[src/rtl/seq_match_arbiter.sv]
// Round-robin shared pattern matcher for several serial bit streams.
// One granted bit per cycle is shifted into its channel history and compared.
module seq_match_arbiter #(
  parameter int N_CH = 4,
  parameter int PAT_W = 4,
  parameter logic [PAT_W-1:0] DEFAULT_PAT = 4'b1101
) (
  input  logic                    clk,
  input  logic                    reset,
  input  logic                    cfg_we,
  input  logic [PAT_W-1:0]        cfg_pattern,
  input  logic [N_CH-1:0]         req,
  input  logic [N_CH-1:0]         bit_in,
  output logic [N_CH-1:0]         grant,
  output logic                    match_valid,
  output logic [$clog2(N_CH)-1:0] match_ch,
  output logic [7:0]              match_count,
  output logic [PAT_W-1:0]        target
);

  localparam int CW = $clog2(N_CH);
  localparam int FW = $clog2(PAT_W + 1);
  localparam logic [FW-1:0] FULL = FW'(PAT_W);

  logic [PAT_W-1:0] hist_q [N_CH];
  logic [PAT_W-1:0] hist_d [N_CH];
  logic [FW-1:0]    fill_q [N_CH];
  logic [FW-1:0]    fill_d [N_CH];
  logic [CW-1:0]    ptr_q, ptr_d;
  logic [PAT_W-1:0] target_q, target_d;
  logic             match_valid_q, match_valid_d;
  logic [CW-1:0]    match_ch_q, match_ch_d;
  logic [7:0]       match_count_q, match_count_d;

  logic             gnt_any;
  logic [CW-1:0]    gidx;
  logic [CW-1:0]    idx;
  int               sum;
  logic [PAT_W-1:0] cur_hist;
  logic [PAT_W-1:0] new_hist;
  logic [FW-1:0]    cur_fill;
  logic [FW-1:0]    new_fill;
  logic             hit;

  // First requester at or after ptr, wrapping; blocked by reset/config.
  always_comb begin
    grant   = '0;
    gnt_any = 1'b0;
    gidx    = '0;
    idx     = '0;
    sum     = 0;
    if (!reset && !cfg_we) begin
      for (int k = 0; k < N_CH; k++) begin
        sum = int'(ptr_q) + k;
        if (sum >= N_CH) sum = sum - N_CH;
        idx = CW'(sum);
        if (!gnt_any && req[idx]) begin
          gnt_any = 1'b1;
          gidx    = idx;
        end
      end
    end
    if (gnt_any) grant[gidx] = 1'b1;
  end

  always_comb begin
    cur_hist = hist_q[gidx];
    cur_fill = fill_q[gidx];
    new_hist = {cur_hist[PAT_W-2:0], bit_in[gidx]};
    new_fill = (cur_fill == FULL) ? cur_fill : cur_fill + 1'b1;
    hit      = gnt_any && (new_hist == target_q) && (new_fill == FULL);
  end

  always_comb begin
    hist_d        = hist_q;
    fill_d        = fill_q;
    ptr_d         = ptr_q;
    target_d      = target_q;
    match_valid_d = 1'b0;
    match_ch_d    = match_ch_q;
    match_count_d = match_count_q;
    if (cfg_we) begin
      target_d = cfg_pattern;
      for (int i = 0; i < N_CH; i++) begin
        hist_d[i] = '0;
        fill_d[i] = '0;
      end
      ptr_d         = '0;
      match_count_d = '0;
    end else if (gnt_any) begin
      hist_d[gidx] = new_hist;
      fill_d[gidx] = new_fill;
      ptr_d = (gidx == CW'(N_CH - 1)) ? '0 : gidx + 1'b1;
      if (hit) begin
        match_valid_d = 1'b1;
        match_ch_d    = gidx;
        if (match_count_q != 8'hFF)
          match_count_d = match_count_q + 8'd1;
      end
    end
  end

  always_ff @(posedge clk) begin
    if (reset) begin
      for (int i = 0; i < N_CH; i++) begin
        hist_q[i] <= '0;
        fill_q[i] <= '0;
      end
      ptr_q         <= '0;
      target_q      <= DEFAULT_PAT;
      match_valid_q <= 1'b0;
      match_ch_q    <= '0;
      match_count_q <= '0;
    end else begin
      hist_q        <= hist_d;
      fill_q        <= fill_d;
      ptr_q         <= ptr_d;
      target_q      <= target_d;
      match_valid_q <= match_valid_d;
      match_ch_q    <= match_ch_d;
      match_count_q <= match_count_d;
    end
  end

  assign match_valid = match_valid_q;
  assign match_ch    = match_ch_q;
  assign match_count = match_count_q;
  assign target      = target_q;

endmodule
[config.mk]
export PLATFORM = sky130hd
export DESIGN_NAME = seq_match_arbiter
export DESIGN_NICKNAME = d
export VERILOG_FILES = /design/src/rtl/seq_match_arbiter.sv
export SDC_FILE = /design/constraint.sdc
export NUM_CORES = 1
export LEC_CHECK = 0
export ABC_AREA = 0
export ABC_CLOCK_PERIOD_IN_PS = 3200
export BUFFER_PORTS_ARGS = -buffer_cell sky130_fd_sc_hd__buf_2
export CORE_MARGIN = 2
export CORE_UTILIZATION = 45
export CTS_CLUSTER_SIZE = 16
export DETAILED_ROUTE_END_ITERATION = 12
export HOLD_SLACK_MARGIN = 0.08
export MAX_ROUTING_LAYER = met4
export PLACE_DENSITY = 0.7
export RECOVER_POWER = 100
export SLEW_MARGIN = 10
export SYNTH_ARGS = -nofsm -noshare
export SYNTH_HDL_FRONTEND = slang
export SYNTH_SLANG_ARGS = --single-unit
[constraint.sdc]
create_clock -name clk -period 3.2 [get_ports clk]
set_input_delay 0.16 -clock clk [delete_from_list [all_inputs] [get_ports clk]]
set_output_delay 0.16 -clock clk [all_outputs]
set_load 0.01 [all_outputs]
==> results of run 1 <==
[final cells by class]
cell class / instances / area (um2)
fill: 442 / 1910
multi-input combinational: 201 / 1350
sequential: 41 / 826
timing repair buffer: 69 / 444
clock buffer: 7 / 96.3
tap: 67 / 83.8
inverter: 20 / 80.1
clock inverter: 1 / 5.00
[timing repair]
action                                 CTS  global route
endpoints found under the hold margin    1             0
hold buffers                             1             0
cloned                                   0             1
gates resized for setup                  1            18
setup endpoints to repair                4            10
setup buffers                            0             8
pin swaps                                0            13
[per-layer routing]
layer  vias up  part of all wire  global-route usage
met4         0            0.0098              0.0476
met2        65              0.47               0.337
met1       996              0.46               0.288
met3         7             0.057              0.0388
met5         -                 0                   -
li1       1115                 -                   -
[per-stage QoR]
stage | TNS, ns | worst slack [ns] | std cells
after floorplan | 0 | 0.00673 | 273
after global placement | 0 | 0.0435 | 388
after detailed placement | -0.0330 | -0.0330 | 388
after CTS | 0 | 0.00144 | 397
after global routing | -0.187 | -0.0695 | 406
final | 0 | 0.0492 | 406
[kinds of logic (layout without fill, tap and decap cells)]
kind of cell    count (synthesis)  in the layout  synth area share
mux                            13             13            0.0590
fa+ha+maj                       7              7            0.0390
simple gates                  108            108             0.238
flops                          41             41             0.365
xor+xnor                        3              3            0.0150
buf+inv                        31             97            0.0651
compound gates                 70             70             0.219
[critical path: stages, from the launching register on]
cell and delay, ns:
dfxtp_4 0.39, mux2_4 0.32, a211oi_2 0.20, nand3_1 0.13
buf_4 0.22, nand3_1 0.10, nand2_1 0.08, inv_1 0.10
ha_4 0.21, inv_2 0.06, nand3_2 0.07, a2111oi_4 0.35
nand4b_4 0.19, or4_1 0.54, a21oi_1 0.13
[sequential cells by signal, indices dropped and copies added (netlist names)]
register     flops
match_ch         2
match_valid      1
ptr_q            2
match_count      8
hist_q          12
fill_q          12
target           4
[cell usage in the layout, fill, tap and decap left out, types with 3 or more instances in the layout]
cell type,instances
nand3_1,25
a31o_2,6
or4_1,3
nand2_1,39
buf_6,4
nand2b_1,3
a211oi_1,5
o21ai_0,18
buf_2,19
and3_1,4
o31ai_1,7
mux2i_1,11
dfxtp_1,39
inv_1,15
inv_2,4
a21oi_1,11
clkbuf_8,7
nor2_1,15
clkbuf_1,15
ha_1,6
a211o_1,4
buf_4,29
[power groups by stage]
| stage | combinational, uW | sequential, uW | clock [uW] |
|---|---|---|---|
| 6_report | 183 | 530 | 375 |
| 3_3_place_gp | 164 | 541 | 0 |
| 3_5_place_dp | 165 | 541 | 0 |
| 4_1_cts | 167 | 529 | 385 |
| 2_1_floorplan | 99.3 | 540 | 0 |
| 5_1_grt | 201 | 531 | 407 |
[worst max-delay path by stage]
stage	startpoint	slack (ns)	cells past startpoint	to
floorplan	cfg_we	0.007	15	match_count[3]
global placement	cfg_we	0.04	15	match_count[7]
detailed placement	ptr_q[1]	-0.03	14	match_count[7]
CTS	ptr_q[1]	0.001	14	match_count[7]
global route	ptr_q[1]	-0.07	14	match_count[3]
finish	ptr_q[1]	0.05	14	match_count[3]
==> impl_metrics.py, run 1 <==
metrics = {
    "status": {
        "outcome": "complete, no violations",
    },
    "drt": {
        "viasPerCell": 5.38,
        "antenna_left": 0,
        "vias": 2183,
        "drc_errors": 0,
        "first_pass_iters": 4,
        "drt_iter0_drc": 231,
        "avgRoutedWirePerCell_um": 14.0,
        "drt-total-wl_mm": 5.69,
    },
    "global_routing": {
        "grt_pass1_wl_mm": 8.87,
        "grt_overflow": 0,
        "grt_max_degree": 27,
        "grt_pass1_vias": 1849,
        "grt_usage": 0.214,
        "antenna_found_initial": 0,
    },
    "hold_path": {
        "hold_depth": 3,
        "min_path_type": "primary input to flop",
        "holdPathEnd": "target[3]",
        "min_from": "cfg_pattern[3]",
    },
    "synth": {
        "synth_area_leaders": "dfxtp_1 37%, nand2_1 6.8%, nand3_1 5.8%",
        "synth_nets": 295,
        "syn-mean-instance-area_um2": 8.24,
        "synth_top_flop_cell": "dfxtp_1",
        "synth_cell_types": 50,
        "ys_seq_area_frac": 0.365,
        "synthesis.area_um2": 2250,
        "synth_cells": 273,
        "async_flop_share": 0,
        "synthTopCellsByCount": "41 x dfxtp_1, 41 x nand2_1, 26 x nand3_1",
        "ys_ff_latch": 41,
        "synth_edf_count": 0,
        "synth_top_area_frac": 0.365,
        "yosysTopAreaCell": "dfxtp_1",
        "yosysWarnings": 0,
    },
    "timing": {
        "fmax_mhz": 317,
        "grt_setup_unrepaired": "true",
        "finalCritPeriodShare": 0.985,
        "maxSlewHeadroom": 0.684,
        "skew_ns": 0.00607,
        "slew_violations": 0,
        "setup_viol": 0,
        "tightest_slew_ns": 0.474,
        "whs_ns": 0.0796,
        "hold_viol": 0,
        "fin_crit_ns": 3.15,
    },
    "placed_design": {
        "place_hpwl_mm": 3.97,
        "portBuffers": 33,
        "gp_congestion": 0.853,
        "postPlaceCellArea_um2": 2650,
    },
    "die": {
        "die-width_um": 74.7,
        "die-area_um2": 5580,
        "pin_count": 34,
        "die-height_um": 74.7,
        "core_area_um2": 4790,
        "rows": 25,
        "start_util": 0.470,
    },
    "setup_path": {
        "ff2ff_setup_slack_ns": 0.05,
        "r2r_end": "match_count[3]",
        "critPathArrivalTime_ns": 3.38,
        "reg2reg_depth": 14,
        "critical_path_class": "flop to flop",
        "path_max_fanout": 12,
        "timing.rr.start": "ptr_q[1]",
        "endpoint_kind": "flop",
        "worst_ep_required_time_ns": 3.43,
        "cp-start-kind": "flop",
    },
    "power": {
        "leakagePower_uw": 0.00122,
        "power.share.clock": 0.345,
        "total_power_uw": 1090,
        "swShare": 0.267,
        "power_density_nw_per_um2": 378,
        "vdd_drop_max_mv": 0.266,
        "share_comb_of_total_power": 0.169,
        "p_int_uw": 797,
        "p_seq_frac": 0.487,
        "power.net_switching_uw": 290,
    },
    "cells_and_area": {
        "utilization": 0.602,
        "finalNetCount": 360,
        "drive_gt1_frac": 0.271,
        "syn_to_final_growth_pct": 28.1,
        "final_area_um2": 2880,
        "diodes": 0,
    },
    "clock_tree": {
        "path_clk_slew_ns": 0.08,
        "cts_buffer_depth": 2,
        "cts-root-buf": "clkbuf_8",
        "cts_sinks": 41,
        "clk_latency_ns": 0.30,
        "numCtsBuffers": 5,
        "cts_tree": "done",
        "cts_max_level": 2,
    },
    "job": {
        "max_cap_violations": 0,
    },
}
Power figures use the tool's default switching activity.
==> run 2: changes to the inputs <==
- CORE_ASPECT_RATIO: unset -> 1.1
==> run 2 against run 1 <==
Compared with the run above:
- the run now ends with setup timing left
- design area increased by 1.1%
- utilization increased by 1.6 points
- sequential share of layout area decreased by 0.32 points
- power increased by 12%
- clock-buffer cell count decreased by 2
- critical path type unchanged
- largest power group unchanged
==> impl_metrics.py, run 2 (same netlist as run 1, synthesis figures left out) <==
metrics = {
    "timing": {
        "setup_viol": 1,
        "slew_violations": 0,
        "grt_setup_unrepaired": "true",
        "final.setup.worst_slack_ns": -0.0128,
        "fin_crit_ns": 3.21,
        "tightest_slew_ns": 1.11,
        "finalCritPeriodShare": 1.00,
        "skew_ns": 0.00977,
        "maxSlewHeadroom": 0.260,
        "whs_ns": 0.0777,
        "fmax_mhz": 311,
        "hold_viol": 0,
        "finalSetupTns_ns": -0.0128,
    },
    "clock_tree": {
        "clk_latency_ns": 0.30,
        "cts_sinks": 41,
        "cts_tree": "done",
        "path_clk_slew_ns": 0.08,
        "cts-root-buf": "clkbuf_8",
        "cts_buffer_depth": 2,
        "cts_max_level": 2,
        "numCtsBuffers": 5,
    },
    "power": {
        "vdd_drop_max_mv": 0.194,
        "power_density_nw_per_um2": 420,
        "leakagePower_uw": 0.00123,
    },
    "cells_and_area": {
        "diodes": 0,
        "final_common_cell": "nand2_1",
        "final_area_um2": 2910,
        "drive_gt1_frac": 0.289,
        "multiInputGateArea_um2": 1370,
        "utilization": 0.618,
        "regArea_um2": 826,
        "finalNetCount": 357,
        "syn_to_final_growth_pct": 29.5,
        "layout_common_cells": "40 x nand2_1, 39 x dfxtp_1, 26 x buf_4",
        "num-fill-cells": 419,
    },
    "hold_path": {
        "hold_depth": 3,
        "min_path_type": "primary input to flop",
    },
    "setup_path": {
        "critical_path_class": "flop to flop",
        "cp-start-kind": "flop",
        "worst_ep_required_time_ns": 3.43,
        "critPathArrivalTime_ns": 3.45,
        "worst_path_max_delay_cell": "or4_1",
        "cpPeakStageDelay_ns": 0.55,
        "cp_num_buf_inv": 4,
        "endpoint_kind": "flop",
        "path_max_fanout": 7,
        "reg2reg_depth": 15,
        "worst-path-stages": 15,
        "worstPathCellList": "mux2_4, a211oi_4, nand3_2, inv_2, buf_6, nand3_1, nand2_2, inv_2, ha_4, inv_4, nand3_4, a2111oi_4, nand4b_4, or4_1, a21oi_1",
        "path_common_cell": "inv_2",
        "critical_path.top_delay_family": "simple AND/OR/NAND/NOR gates",
    },
    "placed_design": {
        "place_ws_ns": -0.101,
        "gp_congestion": 0.867,
        "postPlaceCellArea_um2": 2630,
        "place_hpwl_mm": 4.27,
        "portBuffers": 33,
    },
    "die": {
        "rows": 26,
        "die-area_um2": 5580,
        "die-height_um": 78.1,
        "die-width_um": 71.4,
        "core_area_um2": 4720,
        "start_util": 0.477,
        "pin_count": 34,
    },
    "drt": {
        "avgRoutedWirePerCell_um": 15.6,
        "vias": 2261,
        "drt-total-wl_mm": 6.11,
        "first_pass_iters": 4,
        "drt_iter0_drc": 149,
        "antenna_left": 0,
        "drc_errors": 0,
        "viasPerCell": 5.77,
    },
    "global_routing": {
        "grt_pass1_wl_mm": 9.62,
        "grt_overflow": 0,
        "grt_pass1_vias": 2033,
        "grt_max_degree": 16,
        "antenna_found_initial": 0,
        "grt_usage": 0.222,
    },
    "status": {
        "violations": "setup timing",
        "outcome": "finished, violations left",
    },
    "job": {
        "max_cap_violations": 0,
    },
}
run 2: timing repair:
action	in CTS	in global routing
buffers inserted	1	6
pin swaps	8	13
hold endpoints to repair	1	0
hold buffers	1	0
gates resized for setup	5	19
setup endpoints to repair	6	10
run 2: worst paths after layout:
kind / startpoint / end / slack [ns]
setup reg to reg: ptr_q[1] / match_count[7] / -0.01
hold reg to reg: hist_q[4] / hist_q[4] / 0.48
hold / removal: cfg_pattern[2] / target[2] / 0.08
setup / recovery: ptr_q[1] / match_count[7] / -0.01
run 2: final cells by class:
class	count	share of cell area
multi-input cells	201	0.469
repair buffers	66	0.149
flip-flops and latches	41	0.284
clock inverters	3	0.0223
clock buffers	5	0.0236
well taps	56	0.0241
inverters	20	0.0284
run 2: per-stage QoR:
stage / power [uW] / cells
floorplan: 640 / 273
global placement: 707 / 376
detailed placement: 708 / 376
CTS: 1200 / 386
global route: 1270 / 392
finish: 1220 / 392
run 2: routing by layer:
metal | routed length [um] | vias to the layer above | global-route usage
met1 | 2540 | 1057 | 0.257
met2 | 2950 | 75 | 0.375
met4 | 182 | 0 | 0.0868
li1 | - | 1109 | -
met3 | 431 | 20 | 0.0475
met5 | 0 | - | -
run 2: where the power goes:
group	total [uW]	internal, uW	switching [uW]
registers	529	520	9.50
clock network	496	310	186
logic	198	87.6	110
total	1220	917	306
run 2: worst register-to-register path: cells and delay by family, from the launching register on:
family          cells  cell delay [ns]
flops               1             0.38
simple gates        6             1.16
fa+ha+maj           1             0.23
mux                 1             0.33
compound gates      3             0.71
buf+inv             4             0.33
